$ cat src/rtl/cpu_module_if.sv
// Instruction-fetch stage: owns the PC, talks to instruction memory over a
// one-outstanding req/ready handshake, and drives the IF/ID register.
// A one-entry holding buffer absorbs a response that lands during an ID stall.
// Taken branch / J / JR redirect the fetch and squash the wrong-path slot.
module cpu_module_if #(
    parameter logic [31:0] RESET_PC = 32'h0000_0000
) (
    input  logic        clk,
    input  logic        rst,
    input  logic        PC_IFWrite,
    input  logic        Branch_taken,
    input  logic        J_Valid,
    input  logic        JR_Valid,
    input  logic [31:0] BranchAddr_id,
    input  logic [31:0] JAddr,
    input  logic [31:0] JRAddr,
    output logic        imem_req,
    output logic [31:0] imem_addr,
    input  logic        imem_ready,
    input  logic [31:0] imem_rdata,
    output logic [31:0] Instruction_id,
    output logic [31:0] NextPC_id,
    output logic        Valid_id
);

    // Fetch state
    logic [31:0] r_pc;
    logic        r_outstanding;
    logic [31:0] r_out_pc4;
    logic        r_discard;

    // Holding buffer for a response captured while ID is stalled
    logic        r_hold_valid;
    logic [31:0] r_hold_instr;
    logic [31:0] r_hold_pc4;

    // IF/ID register
    logic [31:0] r_instr_id;
    logic [31:0] r_pc4_id;
    logic        r_valid_id;

    logic        w_redirect;
    logic [31:0] w_target;
    logic        w_resp;
    logic        w_good;
    logic [31:0] w_fetch;
    logic [31:0] w_addr_pc4;

    // Redirect target selection: JR wins over J, J wins over branch
    always_comb begin
        w_target = BranchAddr_id;
        if (JR_Valid)
            w_target = JRAddr;
        else if (J_Valid)
            w_target = JAddr;
    end

    // A stall from ID masks redirects; ready without a request in flight is noise
    assign w_redirect = PC_IFWrite & (Branch_taken | J_Valid | JR_Valid);
    assign w_resp     = imem_ready & r_outstanding;
    assign w_good     = w_resp & ~r_discard;

    assign w_fetch    = w_redirect ? w_target : r_pc;
    assign imem_addr  = w_fetch & 32'hFFFF_FFFC;
    assign w_addr_pc4 = imem_addr + 32'd4;

    // Re-request in the same cycle as a response keeps zero-wait memory at
    // one instruction per cycle. No request while the buffer is full or while
    // a good response is being parked in it, so the buffer never overflows.
    assign imem_req = ~rst & (~r_outstanding | w_resp) & ~r_hold_valid
                    & ~(w_good & ~PC_IFWrite);

    // PC, in-flight tracking and stale-response flag
    always_ff @(posedge clk) begin
        if (rst) begin
            r_pc          <= RESET_PC;
            r_outstanding <= 1'b0;
            r_out_pc4     <= 32'd0;
            r_discard     <= 1'b0;
        end else begin
            if (imem_req) begin
                r_outstanding <= 1'b1;
                r_out_pc4     <= w_addr_pc4;
                r_pc          <= w_addr_pc4;
            end else begin
                if (w_resp)
                    r_outstanding <= 1'b0;
                // Target is remembered and fetched once the stale reply drains
                if (w_redirect)
                    r_pc <= w_target;
            end
            if (w_redirect & r_outstanding & ~w_resp)
                r_discard <= 1'b1;
            else if (w_resp)
                r_discard <= 1'b0;
        end
    end

    // Holding buffer: fill on a good response during stall, drain on release,
    // flush on redirect
    always_ff @(posedge clk) begin
        if (rst) begin
            r_hold_valid <= 1'b0;
            r_hold_instr <= 32'd0;
            r_hold_pc4   <= 32'd0;
        end else if (PC_IFWrite) begin
            if (w_redirect || r_hold_valid)
                r_hold_valid <= 1'b0;
        end else if (w_good) begin
            r_hold_valid <= 1'b1;
            r_hold_instr <= imem_rdata;
            r_hold_pc4   <= r_out_pc4;
        end
    end

    // IF/ID register: bubble on redirect, then buffer, then fresh response
    always_ff @(posedge clk) begin
        if (rst) begin
            r_instr_id <= 32'd0;
            r_pc4_id   <= 32'd0;
            r_valid_id <= 1'b0;
        end else if (PC_IFWrite) begin
            if (w_redirect) begin
                r_instr_id <= 32'd0;
                r_valid_id <= 1'b0;
            end else if (r_hold_valid) begin
                r_instr_id <= r_hold_instr;
                r_pc4_id   <= r_hold_pc4;
                r_valid_id <= 1'b1;
            end else if (w_good) begin
                r_instr_id <= imem_rdata;
                r_pc4_id   <= r_out_pc4;
                r_valid_id <= 1'b1;
            end else begin
                r_instr_id <= 32'd0;
                r_valid_id <= 1'b0;
            end
        end
    end

    assign Instruction_id = r_instr_id;
    assign NextPC_id      = r_pc4_id;
    assign Valid_id       = r_valid_id;

endmodule

$ cat config.mk
export PLATFORM = sky130hd
export DESIGN_NAME = cpu_module_if
export DESIGN_NICKNAME = d
export VERILOG_FILES = /design/src/rtl/cpu_module_if.sv
export SDC_FILE = /design/constraint.sdc
export NUM_CORES = 1
export LEC_CHECK = 0
export ABC_AREA = 1
export CORE_MARGIN = 2
export CORE_UTILIZATION = 45
export CTS_BUF_LIST = sky130_fd_sc_hd__clkbuf_8
export CTS_CLUSTER_DIAMETER = 120
export CTS_CLUSTER_SIZE = 8
export DETAILED_ROUTE_END_ITERATION = 8
export GPL_ROUTABILITY_DRIVEN = 0
export PLACE_DENSITY = 0.73
export SYNTH_ARGS = -nofsm -noshare
export SYNTH_HDL_FRONTEND = slang
export SYNTH_SLANG_ARGS = --single-unit
$ cat constraint.sdc
create_clock -name clk -period 5.8 [get_ports clk]
set_clock_uncertainty 0.05 [all_clocks]
set_input_delay 0.87 -clock clk [delete_from_list [all_inputs] [get_ports clk]]
set_output_delay 0.87 -clock clk [all_outputs]
set_load 0.005 [all_outputs]
Word-level counts from Yosys, hierarchy flattened
Cells that the tools add are included.
{"block": "totals", "wordCells": 58, "regBits": 194, "out_inout_bits": 98, "inputBits": 135}
{"block": "classes", "eq_ne": 1, "add_sub_neg": 1, "bitwise_logic": 20, "n_reduce_logical": 8, "mux": 18}
{"operator": "32-bit 2-to-1 mux", "count": 9}
{"operator": "32-bit by 3-bit adder with 32-bit output, second input constant", "count": 1}
{"operator": "1-bit AND", "count": 9}
{"operator": "1-bit 2-to-1 mux", "count": 9}
{"operator": "1-bit inverter", "count": 8}
{"operator": "2-bit nonzero test", "count": 4}
{"operator": "2-bit AND reduction", "count": 2}
{"operator": "1-bit bitwise OR", "count": 3}
{"operator": "3-bit AND reduction", "count": 1}
{"operator": "2-bit by 1-bit != test with 1-bit output, second input constant", "count": 1}
{"operator": "1-bit logical OR", "count": 1}

Longest topological paths before layout
{"block": "logic_depth", "depth_word": 6, "depth_mapped": 17, "mapped_depth_nobuf": 16}

Worst setup path before layout
No wires, ideal clock.
{"block": "synth_path", "path_kind": "input -> register", "startpoint": "in J_Valid", "endpoint": "reg r_pc[18]", "t_required_ns": 5.680, "arrival_time_ns": 2.722, "path_slack_ns": 2.957, "setup_time_ns": 0.070, "n_path_buf": 2, "cell_stages": 15, "cell_sequence": "nor2_4 nand2_4 nand2_8 buf_8 buf_6 nand2_1 o21ai_1 ha_1 nand2_1 nor2_2 nand2_2 nor2_4 xor2_1 nand2_1 a21oi_1"}
{"block": "synth_via", "elab_chain_cells": 6, "elab_cells_between_ends": 8, "classes_between": "add/sub: 1; mux: 4; bitwise: 3"}
{"element": "start, declared", "line": "12", "text": "input logic J_Valid,"}
{"element": "1-bit bitwise OR (2 in series)", "line": "59", "text": "assign w_redirect = PC_IFWrite & (Branch_taken | J_Valid | JR_Valid);"}
{"element": "1-bit AND", "line": "59"}
{"element": "32-bit 2-to-1 mux *", "line": "89", "text": "if (w_redirect)"}
{"element": "net imem_addr[2]", "line": "18", "text": "output logic [31:0] imem_addr,"}
{"element": "32-bit by 3-bit adder with 32-bit output *", "line": "65", "text": "assign w_addr_pc4 = imem_addr + 32'd4;"}
{"element": "32-bit 2-to-1 mux *", "line": "81", "text": "if (imem_req) begin"}
{"element": "end signal, assigned", "line": "84", "text": "r_pc <= w_addr_pc4;"}
{"element": "end signal, assigned", "line": "90", "text": "r_pc <= w_target;"}
{"element": "end, declared", "line": "27", "text": "logic [31:0] r_pc;"}
Mark *: on every way through the listed nets, which the timed path passes. The rest lies on a longest branch. The select of a mux whose other input is x is not followed.
A chain may end at the register's enable or synchronous reset.

Worst setup path in the final report
{"block": "layout_path", "startpoint": "in PC_IFWrite", "endpoint": "out imem_addr[29]"}
{"block": "layout_via", "elab_chain_cells": 2}
{"element": "start, declared", "line": "10", "text": "input logic PC_IFWrite,"}
{"element": "1-bit AND", "line": "59"}
{"element": "32-bit 2-to-1 mux"}
{"element": "end, declared", "line": "18"}
No other way between the ends. The select of a mux whose other input is x is not followed.

==> summary.md <==
| Metric | Value |
|---|---|
| Worst Setup End Kind | output pin |
| Fill cell count | 1879 |
| Die span in x | 145 um |
| Status | completed |
| TritonCTS Buffers | 17 |
| Post-route setup TNS | 0 ps |
| Yosys cell types | 34 |
| Internal power | 1.94 mW |
| Leakage power | 4.67 nW |
| First-pass GRT wire length | 43400 um |
| Crit Path Max Fanout | 21 |
| GRT busiest layer | met2 |
| MaxCap Viol Count | 0 |
| Congestion Overflow GR | 0 |
| Worst setup path class | input pin to output pin |
| Commonest non-fill, non-tap cell in the layout | nand2_1 |
| CP Cell Sequence | clkdlybuf4s50_1, inv_2, a21oi_2, nand3_1, nand2_1, clkdlybuf4s50_1 |
| Final hold viol count | 0 |
| Cell repeated most along the worst path | clkdlybuf4s50_1 |
| Clk root buf | clkbuf_8 |
| Met3 usage | 0.0547 |
| Longest Clk Path Bufs | 2 |
| Slew Limit Fails | 0 |
| Final HPWL DP | 17800 um |
| Crit path arrival time | 3620 ps |
| Multi-input logic area | 0.00463 mm2 |
| Fin crit share | 0.782 |
| Peak Freq | 220 MHz |
| Clock Sinks | 188 |
| Largest net degree at the start of global routing | 79 |
| # setup viols final | 0 |
| CTS tree | done |
| Synth area leader | dfxtp_1 |
| Synthesized cell area | 0.00896 mm2 |
| Die Area | 0.0211 mm2 |
| Antenna-violating nets left | 0 |
| GR Util met2 | 0.416 |
| Slew @ Worst Pin | 1210 ps |
| Yosys top cell area share | 0.420 |
| Required @ worst endpoint | 4880 ps |
| Initial antenna violation count | 0 |
| H-tree depth | 4 |
| Initial DRC Count | 634 |
| Post-synthesis sequential area ratio | 0.420 |
| Vias in the first global route | 8502 |
| Synth warnings | 0 |
| Port bufs | 222 |
| Critical path depth | 6 |
| Clock-pin slew on the worst setup and hold paths | 110 ps |
| Sequential group share of total power | 0.497 |
| Grt met1 use | 0.315 |
| Worst vdd ir | 0.000185 V |
| Hold-critical path depth | 2 |
| Final WL | 26500 um |
| RSZ-0062 raised after global routing | no |
| Worst Setup Start Kind | input pin |
| Worst Path Buf+Inv | 3 |
| Vias | 9158 |
| Cts repair resizes | 0 |
| GRT Util Overall | 0.249 |
| Post-Syn Instances | 1322 |
| Clock Latency Late Sink | 470 ps |
| Slowest cell on the critical path | clkdlybuf4s50_1 |
| Worst path max stage delay | 830 ps |
| Hold_buf cts | 0 |
| Area growth syn-to-layout | 29.7% |
| Logic pwr share | 0.189 |
| Share of layout cells above drive strength 1 | 0.0720 |
| Ports | 233 |
| Final non-filler cell total | 1766 |
| Core region area | 0.0195 mm2 |
| P_sw | 848 uW |
| Register-to-Register Path Depth | 9 |
| Power Dens Cells | 240 mW/mm2 |
| Synth Area per Inst | 6.78 um2 |
| Die H | 145 um |
| Synthesis-stage register bit count | 188 |
| Rows | 51 |
| Min Tclk post-route | 4540 ps |
| Antenna cells | 0 |
| Clk pwr share | 0.314 |
| Switch share | 0.304 |
| Post-CTS setup buffer count | 0 |
| Via density | 5.19 |
| Commonest cells after routing, fill and taps aside | 416 x nand2_1, 221 x clkdlybuf4s50_1, 204 x nor2_1, 187 x dfxtp_1, 85 x o21ai_0 |
| Initial Util | 0.459 |
| Top area cells in the synthesized netlist | dfxtp_1 42%, nand2_1 17%, nor2_1 8.6%, o21ai_0 4.7%, a21oi_1 4.3% |
| Worst Hold Class | flop to flop |
| Placed Cells incl. Taps | 1734 |
| Rel. slew slack | 0.192 |
| DRC violations left | 0 |
| Layout Nets | 1624 |
| Pre-antenna DRT Iters | 5 |
| DR WL/cell | 15.0 um |
| Reg area | 0.00376 mm2 |
| Delay-heaviest family, CP | buffers and inverters |
==> state kept, by name (all words and copies together) (netlist names) <==
signal and flops:
NextPC_id 30, Instruction_id 32, Valid_id 1, r_hold_instr 32, r_discard 1, r_outstanding 1
r_pc 30, r_out_pc4 30, r_hold_valid 1, r_hold_pc4 30
==> worst paths after layout <==
path	slack (ps)	start	endpoint
max	1260	PC_IFWrite	imem_addr[29]
min	420	r_hold_instr[4]$_SDFFE_PP0P_	r_hold_instr[4]$_SDFFE_PP0P_
max reg2reg	3250	r_outstanding$_SDFFE_PP0P_	r_pc[13]$_SDFF_PP0_
min reg2reg	420	r_hold_instr[4]$_SDFFE_PP0P_	r_hold_instr[4]$_SDFFE_PP0P_
==> cell usage after synthesis (all sizes together) <==
library cell,count
nor2,217
or2,18
nand2,422
inv,44
nand4,2
xnor2,3
clkbuf,71
ha,1
and2,1
nand3,76
o41ai,32
a31oi,30
nand3b,3
buf,22
nor4,1
xor2,9
conb,1
a21oi,79
o21ai,100
dfxtp,188
nor3,2
==> cell type report <==
| cell class | count | area share |
|---|---|---|
| multi-input cells | 1000 | 0.399 |
| flip-flops and latches | 188 | 0.324 |
| repair buffers | 237 | 0.201 |
| well taps | 265 | 0.0285 |
| clock buffers | 17 | 0.0201 |
| inverters | 44 | 0.0142 |
| clock inverters | 15 | 0.0138 |
==> metrics by stage <==
stage          power (mW)  worst slack, ps  utilization  hold WS, ps  cell area (um2)
4_1_cts              2.80             1300        0.595          421            11600
6_report             2.79             1260        0.595          418            11600
2_1_floorplan        1.71             2960            -          391             8970
3_3_place_gp         1.93             1340        0.575          398            11200
5_1_grt              2.92             1140        0.595          436            11600
3_5_place_dp         1.94             1310        0.575          406            11200
==> per-layer routing <==
metal / share of wire / wire [um] / up-vias
met5: 0 / 0 / -
met4: 0.032 / 850 / 0
met3: 0.057 / 1520 / 58
met2: 0.48 / 12600 / 251
met1: 0.43 / 11500 / 4212
li1: - / - / 4637
==> kinds of logic (layout without fill, tap and decap cells) <==
family                     count (synthesis)  in the layout  share of synthesized area
AOI/OAI and AO/OA                        241            241                      0.161
other                                      1              4                   0.000419
DFF                                      188            188                      0.420
xor gates and xnor gates                  12             12                     0.0117
buffers and inverters                    137            313                     0.0665
adders and majority gates                  1              1                    0.00140
and+or+nand+nor                          742            742                      0.339
==> worst reg2reg max path, delay by kind of cell (launching register included) <==
family / cells / cell delay (ps)
AOI/OAI and AO/OA: 1 / 70
buffers and inverters: 3 / 1020
DFF: 1 / 320
and+or+nand+nor: 5 / 940
==> power by group through the flow <==
stage               sequential, mW  combinational [mW]  clock, mW
floorplan                     1.41               0.300          0
global placement              1.41               0.518          0
detailed placement            1.42               0.524          0
CTS                           1.39               0.527      0.891
global route                  1.39               0.584      0.945
finish                        1.39               0.526      0.876
Power figures use the tool's default switching activity.
